===== config.mk =====
export PLATFORM = sky130hd
export DESIGN_NAME = dispense_sequencer
export DESIGN_NICKNAME = d
export VERILOG_FILES = /design/src/rtl/dispense_sequencer.sv
export SDC_FILE = /design/constraint.sdc
export NUM_CORES = 1
export LEC_CHECK = 0
export BUFFER_PORTS_ARGS = -buffer_cell sky130_fd_sc_hd__buf_2
export CORE_MARGIN = 5
export CORE_UTILIZATION = 40
export CTS_CLUSTER_SIZE = 24
export DETAILED_ROUTE_END_ITERATION = 6
export MAX_ROUTING_LAYER = met4
export SYNTH_ARGS = -nofsm -noshare
export SYNTH_HDL_FRONTEND = slang
export SYNTH_SLANG_ARGS = --single-unit

===== constraint.sdc =====
create_clock -name clk -period 2.77 [get_ports clk]
set_input_delay 0.554 -clock clk [delete_from_list [all_inputs] [get_ports clk]]
set_output_delay 0.554 -clock clk [all_outputs]
set_load 0.05 [all_outputs]

===== src/rtl/dispense_sequencer.sv =====
`default_nettype none
// ============================================================================
// Module   : dispense_sequencer
// Purpose  : Walks ingredient indices for a latched coffee type, opening each
//            valve for t_value * TICKS_PER_UNIT clocks, then pulses done.
// Revision : 1.0
// ============================================================================
module dispense_sequencer #(
  parameter int unsigned TICKS_PER_UNIT = 50_000_000,
  parameter int unsigned N_ING          = 5
) (
  input  logic             clk,
  input  logic             rst_n,
  input  logic             start,
  input  logic             abort,
  input  logic [2:0]       c_type,
  input  logic [1:0]       t_value,
  output logic [2:0]       c_type_sel,
  output logic [2:0]       ing_type,
  output logic [N_ING-1:0] valve,
  output logic             busy,
  output logic             done
);

  // Timer holds up to 3*TICKS_PER_UNIT-1; the product gets two guard bits.
  localparam int unsigned TW = $clog2(3 * TICKS_PER_UNIT);
  localparam int unsigned PW = TW + 2;
  localparam logic [2:0]  LAST_ING = 3'(N_ING - 1);

  typedef enum logic [2:0] {
    S_IDLE    = 3'd0,
    S_WAIT    = 3'd1,
    S_LOAD    = 3'd2,
    S_POUR    = 3'd3,
    S_ADVANCE = 3'd4,
    S_FINISH  = 3'd5
  } state_t;

  state_t          r_state;
  state_t          w_state_nxt;
  logic [TW-1:0]   r_timer;
  logic [TW-1:0]   w_timer_nxt;
  logic [2:0]      w_ctype_nxt;
  logic [2:0]      w_ing_nxt;
  logic [PW-1:0]   w_pour_len;
  logic [TW-1:0]   w_timer_load;

  assign w_pour_len   = PW'(t_value) * PW'(TICKS_PER_UNIT);
  assign w_timer_load = TW'(w_pour_len - PW'(1));

  always_ff @(posedge clk or negedge rst_n) begin
    if (!rst_n) begin
      r_state    <= S_IDLE;
      r_timer    <= '0;
      c_type_sel <= '0;
      ing_type   <= '0;
    end else begin
      r_state    <= w_state_nxt;
      r_timer    <= w_timer_nxt;
      c_type_sel <= w_ctype_nxt;
      ing_type   <= w_ing_nxt;
    end
  end

  always_comb begin
    w_state_nxt = r_state;
    w_timer_nxt = r_timer;
    w_ctype_nxt = c_type_sel;
    w_ing_nxt   = ing_type;
    if (abort) begin
      w_state_nxt = S_IDLE;
      w_timer_nxt = '0;
      w_ing_nxt   = '0;
    end else begin
      case (r_state)
        S_IDLE: begin
          if (start && (c_type != 3'd0)) begin
            w_ctype_nxt = c_type;
            w_ing_nxt   = '0;
            w_state_nxt = S_WAIT;
          end
        end
        S_WAIT: w_state_nxt = S_LOAD;
        S_LOAD: begin
          if (t_value == 2'd0) begin
            w_state_nxt = S_ADVANCE;
          end else begin
            w_timer_nxt = w_timer_load;
            w_state_nxt = S_POUR;
          end
        end
        S_POUR: begin
          if (r_timer == '0) begin
            w_state_nxt = S_ADVANCE;
          end else begin
            w_timer_nxt = r_timer - TW'(1);
          end
        end
        S_ADVANCE: begin
          if (ing_type == LAST_ING) begin
            w_state_nxt = S_FINISH;
          end else begin
            w_ing_nxt   = ing_type + 3'd1;
            w_state_nxt = S_WAIT;
          end
        end
        S_FINISH: begin
          w_ing_nxt   = '0;
          w_state_nxt = S_IDLE;
        end
        default: w_state_nxt = S_IDLE;
      endcase
    end
  end

  // Outputs decode the state register, so an async reset clears them at once.
  assign busy  = (r_state != S_IDLE);
  assign done  = (r_state == S_FINISH);
  assign valve = (r_state == S_POUR) ? (N_ING'(1) << ing_type) : '0;

endmodule
`default_nettype wire


# After elaboration in Yosys (flattened, before gate mapping)
# Index checks and enable logic that the tools add are counted.
word_totals:
  latchBits: 0
  regBits: 37
  rom_bits: 0
  out_inout_bits: 13
  ramBits: 0
  n_memories: 0
  elab_cells: 48
op_classes:
  eq_ne: 11
  n_shift: 1
  n_div: 0
  multipliers: 1
  addsub: 3
  n_mux: 15
  bitwise_logic: 1
  n_reduce_logical: 12
  order_cmp: 0
op_table:
  columns: ["operator", "count"]
  rows:
  - ["2-to-1 mux 28 bit", 3]
  - ["one-hot mux 28 bit (2 select lines)", 1]
  - ["subtractor 28 x 1 -> 28 bit (second input constant)", 2]
  - ["logical NOT 28 bit", 1]
  - ["2-to-1 mux 3 bit", 8]
  - ["multiplier 2 x 19 -> 21 bit (second input constant)", 1]
  - ["!= test 3 bit (second input constant)", 5]
  - ["one-hot mux 3 bit (5 select lines)", 1]
  - ["equality test 3 bit (second input constant)", 3]
  - ["one-hot mux 3 bit (3 select lines)", 1]
  - ["AND reduction 3 bit", 3]
  - ["nonzero test 3 bit", 3]
  - ["equality test 3 x 2 -> 1 bit (second input constant)", 2]
  - ["2-to-1 mux 5 bit", 1]
  - ["<< shifter 1 x 3 -> 5 bit (first input constant)", 1]
  - ["nonzero test 4 bit", 1]
  - ["adder 3 x 1 -> 3 bit (second input constant)", 1]
  - ["equality test 3 x 1 -> 1 bit (second input constant)", 1]
  - ["logical NOT 3 bit", 1]
  - ["logical NOT 2 bit", 1]
  - ["AND reduction 2 bit", 1]
  - ["logical AND 1 bit", 1]
  - ["inverter 1 bit", 1]

# Depth between registers and ports, before layout
depth:
  word_depth: 5
  mapped_depth: 8
  ltp_nobuf: 8

# Worst setup path before layout
# OpenSTA, ideal clock, no wires.
synth_path:
  kind: "register to register"
  from: "register r_timer[11]"
  to: "register r_timer[18]"
  path_slack_ps: 293
  t_required_ps: 2644
  stages_incl_launch_ff: 7
  path_buffers: 0
  t_arrival_ps: 2351
  cell_sequence: "dfrtp_1 > or4_4 > or4_4 > o41ai_4 > a21boi_2 > and3_1 > a221o_1"
synth_via:
  elab_chain_cells: 4
synth_rtl:
  columns: ["item", "line_no", "rtl"]
  rows:
  - ["from (decl)", "41", "logic [TW-1:0] r_timer;"]
  - ["from (signal assigned)", "59", "r_timer <= w_timer_nxt;"]
  - ["subtractor 28 x 1 -> 28 bit", "96", "w_timer_nxt = r_timer - TW'(1);"]
  - ["2-to-1 mux 28 bit", "93", "if (r_timer == '0) begin"]
  - ["one-hot mux 28 bit (2 select lines)", "75", "case (r_state)"]
  - ["2-to-1 mux 28 bit", "70", "if (abort) begin"]
# Parallel ways exist; a longest one is shown, timed or not. The select of a mux whose other input is x is not followed.
# A chain may end at the register's enable or synchronous reset.

# Final worst setup path
layout_path:
  from: "register r_timer[9]"
  to: "register r_timer[18]"
# Same word-level chain as after synthesis.

==> flow_summary.ini <==
[clocking]
holdBufCountCts = 0
cts.sinks = 37
ctsLongestPathBuffers = 2
cts_tree = built
clk_pin_slew_ns = 0.08
post-cts-setup-buffer-count = 0
ctsResizeCount = 0
clock_latency_ns = 0.30
cts_root_buf = clkbuf_8
cts_htree_levels = 2
numCtsBuffers = 5

[timing]
fin_crit_ns = 2.64
fmax_mhz = 379
rsz0062_at_grt = false
finClkSkew_ns = 0.0142
tightest_slew_ns = 1.14
finalHoldViolations = 0
period_share = 0.951
relSlewSlack = 0.234
timing.final.setup_violations = 0
setup_tns_ns = 0
whs_ns = 0.363
drv_slew = 0

[worst_setup_path]
rrSetupSlack_ns = 0.13
cp_max_fo = 7
path_cells = or4_4 -> or4_4 -> o41ai_4 -> a21boi_2 -> and3_1 -> a221o_1
cp.required_ns = 2.95
cp.arrival_ns = 2.82
worst_r2r_startpoint = r_timer[9]
startpoint = r_timer[9]
worst-path-buf-inv = 0
start_kind = flop
cp.depth = 6
crit_slowest_cell = or4_4
crit_family = simple AND/OR/NAND/NOR gates
r2r_cells = 6
cp-end-kind = flop
cpPeakStageDelay_ns = 0.54
path_class = reg2reg
cp_common_cell = or4_4

[floorplan]
fp.coreArea_um2 = 5960
die_h_um = 88.5
rows = 28
ioPinCount = 22
initial_utilization = 0.414
die-area_um2 = 7830
chipWidth_um = 88.5

[drt]
wire_per_inst_um = 17.0
antenna_left = 0
avgViaCountPerCell = 5.80
vias = 2211
drc = 0
drt_iter0_drc = 119
drt_first_pass_iters = 4
wl_um = 6480

[yosys]
synth_cell_types = 51
syn_area_um2 = 2460
syn_inst = 282
ys.flop_type = dfrtp_1
synth_area_leader_cell = dfrtp_1
synth-async-reset-ratio = 1.00
yosys_warnings = 0
syn_nets = 304
synth_top_area_share = 0.376
synth-edff-count = 0
avgSynthCellArea_um2 = 8.74
synth_seq_area_share = 0.376
ys_top_cells_by_area = dfrtp_1 38%, ha_1 6.6%, o21ai_0 4.9%, nor2_1 4.1%, a21oi_1 3.5%
synth_seq_cells = 37

[cells_and_area]
drive_gt1_frac = 0.180
area_growth_pct = 12.8
fin_area_um2 = 2780
fin_util = 0.467
n_antenna_cell = 0
finalNonFillerCells = 381
nNetsFinal = 327
final_cell_mix = 37 x dfrtp_1, 27 x nor2_1, 24 x o21ai_0
final_common_cell = dfrtp_1

[global_routing]
antenna_found_initial = 0
grt_pass1_wl_um = 11100
grt_pass1_vias = 2231
grt_max_degree = 38
gr-total-overflow = 0
grtUsageTotal = 0.188

[place]
dp_hpwl_um = 4620
gp_congestion = 0.861
port_buffers = 21
dp_cells = 373
placed_cell_area_um2 = 2660

[run_status]
status = complete, no violations

[pwr]
power_density_nw_per_um2 = 576
leakage_nw = 1.21
peakVddDrop_v = 0.000377

[flow_run]
drv_cap = 0

[hold_path]
holdCritPathClass = in2async
==> synth_stat cells, types with 2 or more instances <==
| cell | number |
|---|---|
| mux2i_1 | 3 |
| dfrtp_1 | 37 |
| nor2_1 | 27 |
| nor4_1 | 6 |
| o31ai_1 | 5 |
| o311a_2 | 2 |
| o2bb2ai_1 | 2 |
| a211oi_1 | 5 |
| nor3_1 | 12 |
| a21oi_1 | 17 |
| o41ai_1 | 2 |
| or4_1 | 2 |
| a31oi_1 | 3 |
| or2_2 | 5 |
| inv_1 | 16 |
| o41ai_4 | 2 |
| o311ai_0 | 2 |
| clkbuf_1 | 10 |
| o21ai_1 | 2 |
| nand2_1 | 21 |
| o31a_1 | 3 |
| a311oi_1 | 5 |
| o211ai_1 | 4 |
| a21o_1 | 2 |
| ha_1 | 13 |
| or3_1 | 6 |
| and3_1 | 6 |
| o21ai_0 | 24 |
| nand3_1 | 10 |
| nand2b_1 | 2 |
| or4_4 | 3 |
| nand4_1 | 2 |
| mux2_2 | 3 |
==> kinds of logic after synthesis <==
logic type | synth area share
AOI/OAI and AO/OA | 0.257
adders and majority gates | 0.0660
buffers and inverters | 0.0472
DFF | 0.376
muxes | 0.0259
and+or+nand+nor | 0.228
==> worst paths after layout <==
kind | endpoint
max reg2reg | r_timer[18]
max | r_timer[18]
min reg2reg | c_type_sel[2]
min in group clk | c_type_sel[2]
max in group asynchronous | r_timer[0]
min | r_timer[13]
==> power breakdown <==
part | total [mW] | internal, mW | leakage, nW | switching, mW
Sequential | 0.642 | 0.589 | 0.495 | 0.0535
Clock | 0.496 | 0.294 | 0.0585 | 0.202
Combinational | 0.466 | 0.155 | 0.656 | 0.311
Total | 1.60 | 1.04 | 1.21 | 0.566
==> through the flow <==
| step | setup WS [ns] | power [mW] |
|---|---|---|
| after detailed placement | 0.0975 | 1.12 |
| after floorplan | 0.293 | 0.991 |
| after global placement | 0.153 | 1.11 |
| after global routing | 0.0248 | 1.69 |
| final | 0.135 | 1.60 |
| after CTS | 0.0752 | 1.61 |
==> sequential cells by signal, summed over array words and instances (netlist names) <==
register,cells
c_type_sel,3
ing_type,3
r_state,3
r_timer,28
==> final cells by class <==
cell class / instances / area [um^2]
Clock inverter: 1 / 30.0
Multi-Input combinational cell: 217 / 1430
Sequential cell: 37 / 926
Fill cell: 604 / 3170
Timing Repair Buffer: 28 / 158
Inverter: 16 / 60.1
Tap cell: 75 / 93.8
Clock buffer: 7 / 86.3
==> layer usage <==
layer | vias up | global-route usage | share of wire
met5 | - | - | 0
met4 | 0 | 0.0646 | 0.0094
met3 | 5 | 0.0354 | 0.042
met2 | 42 | 0.293 | 0.46
met1 | 1065 | 0.245 | 0.49
li1 | 1099 | - | -
(Power assumes the default switching activity.)
